[config.mk]
export PLATFORM = sky130hd
export DESIGN_NAME = glitch_monitor
export DESIGN_NICKNAME = d
export VERILOG_FILES = /design/src/rtl/glitch_pkg.sv /design/src/rtl/sync2.sv /design/src/rtl/glitch_monitor.sv
export SDC_FILE = /design/constraint.sdc
export NUM_CORES = 1
export LEC_CHECK = 0
export ABC_CLOCK_PERIOD_IN_PS = 1800
export CORE_ASPECT_RATIO = 1.75
export CORE_MARGIN = 2
export CORE_UTILIZATION = 30
export CTS_BUF_LIST = sky130_fd_sc_hd__clkbuf_4 sky130_fd_sc_hd__clkbuf_8
export DETAILED_ROUTE_END_ITERATION = 8
export GPL_TIMING_DRIVEN = 0
export PLACE_DENSITY = 0.51
export SETUP_SLACK_MARGIN = 0.05
export SLEW_MARGIN = 20
export SYNTH_ARGS = -nofsm -noshare
export SYNTH_HDL_FRONTEND = slang
export SYNTH_SLANG_ARGS = --single-unit
[constraint.sdc]
create_clock -name clk -period 1.8 [get_ports clk]
set_input_delay 0.18 -clock clk [delete_from_list [all_inputs] [get_ports clk]]
set_output_delay 0.18 -clock clk [all_outputs]
set_load 0.005 [all_outputs]
[src/rtl/glitch_pkg.sv]
// Shared definitions for the glitch monitor: FSM encoding and parameter defaults.
package glitch_pkg;

  typedef enum logic [1:0] {
    ST_IDLE     = 2'd0,
    ST_COUNTING = 2'd1,
    ST_ALARM    = 2'd2
  } state_e;

  localparam int CNT_W_DEF  = 8;
  localparam int THRESH_DEF = 4;
  localparam int HOLD_DEF   = 3;
  localparam int RUN_W      = 4;

endpackage

[src/rtl/sync2.sv]
// Two-flop synchronizer for a single asynchronous bit, with a selectable reset value.
module sync2 #(
  parameter logic RST_VAL = 1'b1
) (
  input  logic clk,
  input  logic rst_n,
  input  logic d_i,
  output logic q_o
);

  logic meta_q;
  logic sync_q;

  always_ff @(posedge clk) begin
    if (!rst_n) begin
      meta_q <= RST_VAL;
      sync_q <= RST_VAL;
    end else begin
      meta_q <= d_i;
      sync_q <= meta_q;
    end
  end

  assign q_o = sync_q;

endmodule

[src/rtl/glitch_monitor.sv]
// Counts sustained low runs of the hazard-filter output and raises an alarm
// once the event count reaches THRESH; the alarm holds until clr or reset.
module glitch_monitor
  import glitch_pkg::*;
#(
  parameter int CNT_W  = CNT_W_DEF,
  parameter int THRESH = THRESH_DEF,
  parameter int HOLD   = HOLD_DEF
) (
  input  logic             clk,
  input  logic             rst_n,
  input  logic             filt_in,
  input  logic             clr,
  output logic [CNT_W-1:0] count,
  output logic             irq,
  output logic [1:0]       state
);

  localparam logic [RUN_W-1:0] HOLD_C    = RUN_W'(HOLD);
  localparam logic [RUN_W-1:0] HOLD_M1   = RUN_W'(HOLD - 1);
  localparam logic [CNT_W-1:0] THRESH_C  = CNT_W'(THRESH);
  localparam logic [CNT_W-1:0] CNT_ONE   = CNT_W'(1);
  localparam logic [CNT_W-1:0] CNT_MAX   = {CNT_W{1'b1}};

  logic             s;
  logic [RUN_W-1:0] run_q;
  logic             evt;
  logic [CNT_W-1:0] count_q;
  logic [CNT_W-1:0] count_d;
  state_e           state_q;

  sync2 #(.RST_VAL(1'b1)) u_sync (
    .clk   (clk),
    .rst_n (rst_n),
    .d_i   (filt_in),
    .q_o   (s)
  );

  // Run length saturates at HOLD so a long run matches HOLD-1 only once.
  always_ff @(posedge clk) begin
    if (!rst_n) begin
      run_q <= '0;
    end else if (s) begin
      run_q <= '0;
    end else if (run_q != HOLD_C) begin
      run_q <= run_q + RUN_W'(1);
    end
  end

  assign evt     = !s && (run_q == HOLD_M1);
  assign count_d = (count_q == CNT_MAX) ? count_q : count_q + CNT_ONE;

  always_ff @(posedge clk) begin
    if (!rst_n) begin
      count_q <= '0;
      state_q <= ST_IDLE;
    end else if (clr) begin
      count_q <= '0;
      state_q <= ST_IDLE;
    end else if (evt) begin
      count_q <= count_d;
      case (state_q)
        ST_IDLE:     state_q <= (count_d >= THRESH_C) ? ST_ALARM : ST_COUNTING;
        ST_COUNTING: state_q <= (count_d >= THRESH_C) ? ST_ALARM : ST_COUNTING;
        ST_ALARM:    state_q <= ST_ALARM;
        default:     state_q <= ST_IDLE;
      endcase
    end
  end

  assign count = count_q;
  assign state = state_q;
  assign irq   = (state_q == ST_ALARM);

endmodule

==> results of run 1 <==
how the worst max path moves through the flow:
stage	start	endpoint	slack [ns]	depth (start not counted)
2_1_floorplan	run_q[0]	count[7]	0.15	6
3_3_place_gp	run_q[0]	count[7]	0.04	6
3_5_place_dp	run_q[0]	count[5]	0.04	6
4_1_cts	run_q[0]	count[7]	0.06	6
5_1_grt	run_q[0]	count[7]	-0.003	6
6_report	run_q[0]	count[7]	0.06	6
repair_timing:
action / in CTS / in global routing
resized for setup: 2 / 11
setup endpoints to repair: 2 / 5
pin swaps: 1 / 2
setup buffers: 2 / 2
final cells by class:
| class | instances | share of cell area |
|---|---|---|
| Buffer | 5 | 0.0199 |
| Inverter | 2 | 0.00886 |
| Tap cell | 27 | 0.0299 |
| Multi-Input combinational cell | 73 | 0.464 |
| Sequential cell | 16 | 0.290 |
| Clock buffer | 3 | 0.0365 |
| Timing Repair Buffer | 18 | 0.151 |
flip-flops by register name, indices dropped and copies added (netlist names):
| name | flops |
|---|---|
| u_sync.meta_q | 1 |
| run_q | 4 |
| count | 8 |
| state | 2 |
| u_sync.q_o | 1 |
logic make-up after synthesis:
logic type,share of synthesized area
xor gates and xnor gates,0.0409
and+or+nand+nor,0.305
buffers and inverters,0.0321
DFF,0.374
muxes,0.0715
AOI/OAI and AO/OA,0.133
adders and majority gates,0.0438
cell usage after synthesis (all sizes together) (2+ instances only):
library cell / number / area [um2]
a211oi: 2 / 15.0
a21oi: 4 / 20.0
clkbuf: 4 / 15.0
dfxtp: 16 / 320
ha: 3 / 37.5
inv: 2 / 7.51
mux2i: 5 / 50.1
nand2: 7 / 26.3
nand2b: 5 / 31.3
nand3: 3 / 15.0
nand4: 3 / 18.8
nor2: 15 / 56.3
nor3: 2 / 10.0
nor3b: 2 / 15.0
nor4b: 2 / 47.6
o21ai: 3 / 18.8
xor2: 3 / 26.3
placed cells by master, fill, tap and decap left out, types with 3 or more instances in the layout:
master | synthesis | layout
nand3_1 | 3 | 3
mux2i_1 | 5 | 5
nand4_1 | 3 | 3
buf_4 | 0 | 4
dfxtp_1 | 16 | 14
xor2_1 | 3 | 3
nor2_1 | 15 | 15
clkbuf_8 | 0 | 3
nand2_1 | 7 | 7
nand2b_1 | 5 | 5
a21oi_1 | 4 | 4
clkdlybuf4s50_1 | 0 | 14
power by group through the flow:
| stage | registers [uW] | clock network, uW | logic, uW |
|---|---|---|---|
| 3_5_place_dp | 367 | 0 | 17.5 |
| 3_3_place_gp | 367 | 0 | 17.2 |
| 6_report | 356 | 274 | 19.9 |
| 4_1_cts | 359 | 276 | 17.6 |
| 5_1_grt | 356 | 297 | 22.4 |
| 2_1_floorplan | 366 | 0 | 7.92 |
through the flow:
stage          area [um2]   TNS, ns  hold WS, ns  setup WS, ns  cells
2_1_floorplan         857         0        0.253         0.148     96
3_3_place_gp         1030         0        0.394        0.0411    137
3_5_place_dp         1030         0        0.397        0.0422    137
4_1_cts              1090         0        0.412        0.0606    142
5_1_grt              1130  -0.00326        0.421      -0.00326    144
6_report             1130         0        0.408        0.0565    144
routing by layer:
layer / vias up / GRT usage / part of all wire
met2: 9 / 0.224 / 0.55
met4: 0 / 0.0673 / 0.024
met3: 6 / 0.0240 / 0.021
li1: 386 / - / -
met1: 345 / 0.139 / 0.41
met5: - / 0 / 0
==> results by group, run 1 <==
Synth
  – Syn nets: 103
  – Synthesized area per cell: 8.93 um2
  – Sequential fraction of the synthesis area: 0.374
  – Post-synthesis sequential element count: 16
  – EDFF count, synth: 0
  – Synth unique cells: 33
  – Netlist Area Pre-Place: 857 um2
  – Ys async rst share: 0
  – Synth Flop Type: dfxtp_1
  – Number of synthesis warnings: 0
  – Synth Instances: 96

Finish
  – Share of cells above drive strength 1: 0.188
  – Layout Utilization: 0.415
  – Nets: 126
  – Filler instances: 278
  – Area Overhead vs Synth: 31.8%
  – Antenna cells: 0
  – Multi-input gate area: 524 um2
  – Register area: 328 um2

Routing
  – DRT iter0 DRCs: 14
  – Routed len/inst: 12.6 um
  – Vias per cell: 5.18
  – TritonRoute pass-1 iters: 4
  – Final wirelength: 1820 um
  – Vias: 746
  – Antenna-violating nets left: 0
  – DRC: 0

Place
  – Global placement routability congestion: 0.758
  – PortBufs: 14
  – Hpwl dp: 1330 um

Clocking
  – H-tree levels: 1
  – TritonCTS Buffers: 3
  – Clk buf depth: 2
  – Worst-path clk slew: 0.07 ns
  – Sinks on Clock Net: 16
  – Post-CTS Hold Buffers: 0
  – CTS tree: built
  – Root Buffer: clkbuf_8
  – Clk_lat worst skew: 0.25 ns

Global route
  – Initial antenna violation count: 0
  – Wire length of the first global-routing pass: 3120 um
  – Largest net degree at the start of global routing: 11
  – Number of global-route vias before repair: 712
  – GR Util All Layers: 0.127
  – Global route overflow: 0

Die
  – Io pins: 15
  – Die Wd: 44.4 um
  – Core Area: 2720 um2
  – Die extent in y: 74.7 um
  – # rows: 25
  – Die area: 3320 um2
  – Starting Density: 0.315

Worst setup path
  – Worst Setup Start Kind: register
  – Crit path max-delay family: simple AND/OR/NAND/NOR gates
  – RR Endpoint: count[7]
  – Critical-path cell list: inv_4 -> ha_4 -> or4b_4 -> nor4b_4 -> mux2i_1 -> nor2_1
  – CP Max Fanout: 3
  – R2r startpoint: run_q[0]
  – Critical path arrival: 1.86 ns
  – CP Class: reg2reg
  – Slowest-stage cell, CP: or4b_4
  – Max incr delay on CP: 0.49 ns
  – Worst path bufs/invs: 1
  – Worst Path Required: 1.92 ns
  – Worst R2R Setup Slack: 0.06 ns
  – R2R depth: 6
  – Worst setup EP type: register

STA
  – Final hold viol count: 0
  – RSZ-0062 raised after global routing: true
  – Final Cycle Share: 0.969
  – Setup violations, final: 0
  – Max_slew headroom: 0.685
  – Slew Limit Fails: 0
  – Least-Margin Pin Slew: 0.472 ns
  – Min cycle time layout: 1.74 ns
  – Clock Skews: 0.00642 ns
  – Fmax: 0.574 GHz

Power and ir drop
  – Worst VDD drop: 0.445 mV
  – Clk pwr share: 0.422
  – Design Power: 651 uW
  – Int Power: 514 uW
  – Reg power frac: 0.548
  – Leakage: 0.000396 uW
  – NetSw: 137 uW
  – Switching part of the total: 0.210
  – Combinational power share: 0.031
  – Pwr dens: 576 nW/um2

Job
  – Max Cap Violations: 0

Worst hold path
  – Hold Crit Class: reg2reg
  – Min-Delay Endpoint: u_sync.q_o
  – Hold Path Stages: 1
  – Worst hold start: u_sync.meta_q

Outcome
  – Status: finished clean
(Power assumes the default switching activity.)
==> inputs of run 2 (changes only) <==
- CTS_CLUSTER_DIAMETER: not set -> 150
- CTS_CLUSTER_SIZE: not set -> 28
- SKIP_LAST_GASP: not set -> 1
==> results of run 2 <==
Final layout, timing and power as in run 1 (identical DEF).
==> inputs of run 3 (changes only) <==
- PLACE_DENSITY: 0.51 -> not set
==> run 3 against run 2 <==
Against the previous run: design area decreased by 1.0%; first-iteration DRC count decreased by 14%; core utilization decreased by 0.41 points; critical path depth unchanged; clock skew decreased by 0.0056 ns; global-route usage decreased by 0.73 points; wire length decreased by 0.83%; register-to-register slack improved by 0.06 ns; critical path type unchanged.
==> results by group, run 3 (synthesized netlist as in run 1, its figures left out) <==
Worst setup path
  – Critical-path cell list: inv_2 -> ha_4 -> or4b_4 -> nor4b_4 -> mux2i_1 -> nor2_1
  – Slowest-stage cell, CP: or4b_4
  – Crit path max-delay family: simple AND/OR/NAND/NOR gates
  – CP Max Fanout: 3 (unchanged)
  – Worst Path Required: 1.92 ns (about the same)
  – Worst Setup Start Kind: register
  – CP Class: reg2reg
  – Worst setup EP type: register
  – Worst path bufs/invs: 1 (unchanged)
  – Max incr delay on CP: 0.49 ns (about the same)
  – Critical path arrival: 1.81 ns (-0.05 ns)

STA
  – Final worst slack: 0.113 ns (+0.0566 ns)
  – Min cycle time layout: 1.69 ns (-0.0566 ns)
  – Final hold viol count: 0 (unchanged)
  – Final Cycle Share: 0.937 (-0.0315)
  – Slew Limit Fails: 0 (unchanged)
  – RSZ-0062 raised after global routing: false
  – Clock Skews: 0.000861 ns (-0.00556 ns)
  – Max_slew headroom: 0.697 (+0.0122)
  – Setup_tns: 0 ns (unchanged)
  – Fmax: 0.593 GHz (+3.4%)
  – Least-Margin Pin Slew: 0.454 ns (-0.0183 ns)
  – Setup violations, final: 0 (unchanged)

Routing
  – DRT met1 WL: 656 um (-11%)
  – Final wirelength: 1800 um (-0.83%)
  – Vias per cell: 5.20 (+0.46%)
  – Routed len/inst: 12.7 um (+0.57%)
  – Antenna-violating nets left: 0 (unchanged)
  – Uppermost routed layer: met4
  – DRC: 0 (unchanged)
  – Met2 wire len: 1050 um (+5.4%)
  – Met3 WL: 41 um (+7.9%)
  – TritonRoute pass-1 iters: 4 (unchanged)
  – DRT iter0 DRCs: 12 (-2)
  – Vias: 739 (-0.94%)

Clocking
  – Worst-path clk slew: 0.06 ns (about the same)
  – H-tree levels: 1 (unchanged)
  – CTS tree: built
  – TritonCTS Buffers: 3 (unchanged)
  – Root Buffer: clkbuf_8
  – Clk buf depth: 2 (unchanged)
  – Clk_lat worst skew: 0.24 ns (about the same)
  – Sinks on Clock Net: 16 (unchanged)

Die
  – Starting Density: 0.315 (unchanged)
  – # rows: 25 (unchanged)
  – Die Wd: 44.4 um (unchanged)
  – Die area: 3320 um2 (unchanged)
  – Io pins: 15 (unchanged)
  – Core Area: 2720 um2 (unchanged)
  – Die extent in y: 74.7 um (unchanged)

Power and ir drop
  – Combinational power share: 0.030 (about the same)
  – Worst VDD drop: 0.337 mV (-24%)
  – Pwr dens: 571 nW/um2 (-0.93%)
  – Switching part of the total: 0.195 (-0.0154)
  – Clk pwr share: 0.411 (-0.011)
  – Design Power: 638 uW (-1.9%)
  – Reg power frac: 0.560 (+0.012)
  – Leakage: 0.000390 uW (-1.5%)
  – Int Power: 514 uW (about the same)
  – NetSw: 124 uW (-9.1%)

Finish
  – Share of cells above drive strength 1: 0.191 (+0.00327)
  – Nets: 124 (-1.6%)
  – Register area: 325 um2 (-0.76%)
  – Filler instances: 284 (+2.2%)
  – Area Overhead vs Synth: 30.5%
  – Multi-input gate area: 532 um2 (+1.4%)
  – Commonest non-fill, non-tap cells in the layout: 15 x nor2_1, 14 x dfxtp_1, 14 x clkdlybuf4s50_1
  – Antenna cells: 0 (unchanged)
  – Most common cell after layout, fill and taps aside: nor2_1
  – Max reg flops: 8 (unchanged)
  – Non-filler cells, final: 142 (-1.4%)

Global route
  – Wire length of the first global-routing pass: 2930 um (-6.0%)
  – Largest net degree at the start of global routing: 11 (unchanged)
  – Initial antenna violation count: 0 (unchanged)
  – Number of global-route vias before repair: 708 (-0.56%)
  – GR Util All Layers: 0.119 (-0.00734)
  – Global route overflow: 0 (unchanged)

Place
  – Placed Cells incl. Taps: 137 (unchanged)
  – Pre-CTS WS: 0.0195 ns (-0.0227 ns)
  – Hpwl dp: 1340 um (+0.50%)
  – PortBufs: 14 (unchanged)
  – Global placement routability congestion: 0.766 (+1.1%)

Worst hold path
  – Hold Crit Class: reg2reg

Outcome
  – Status: finished clean

Job
  – Max Cap Violations: 0 (unchanged)
run 3: timing repair:
item	CTS	global route
gates cloned	0	0
pin swaps	1	1
hold buffers	0	0
setup buffers	1	1
setup endpoints to repair	3	6
resized for setup	2	12
run 3: power by group through the flow:
stage | Combinational, uW | Sequential (uW) | Clock, uW
floorplan | 7.92 | 366 | 0
global placement | 17.1 | 367 | 0
detailed placement | 17.3 | 367 | 0
CTS | 17.5 | 359 | 273
global route | 20.9 | 357 | 288
finish | 18.9 | 357 | 262
run 3: metrics by stage:
step	hold WS (ns)	area, um2	util
floorplan	0.253	857	-
global placement	0.394	1030	0.379
detailed placement	0.397	1030	0.379
CTS	0.417	1080	0.398
global route	0.421	1120	0.411
finish	0.413	1120	0.411
run 3: path summary, 6_finish.rpt:
kind | from | end | slack (ns) | cells after the start
max | run_q[0] | count[7] | 0.11 | 6
min | u_sync.meta_q | u_sync.q_o | 0.41 | 1
max reg2reg | run_q[0] | count[7] | 0.11 | 6
min reg2reg | u_sync.meta_q | u_sync.q_o | 0.41 | 1
run 3: layout make-up:
type,instances,area share
repair buffers,16,0.139
plain buffers,5,0.0213
multi-input cells,73,0.475
flip-flops and latches,16,0.291
clock buffers,3,0.0369
well taps,27,0.0302
inverters,2,0.00671
run 3: per-layer routing:
layer,GRT usage,up-vias
li1,-,378
met1,0.107,344
met2,0.232,11
met3,0.0240,6
met4,0.0741,0
met5,0,-
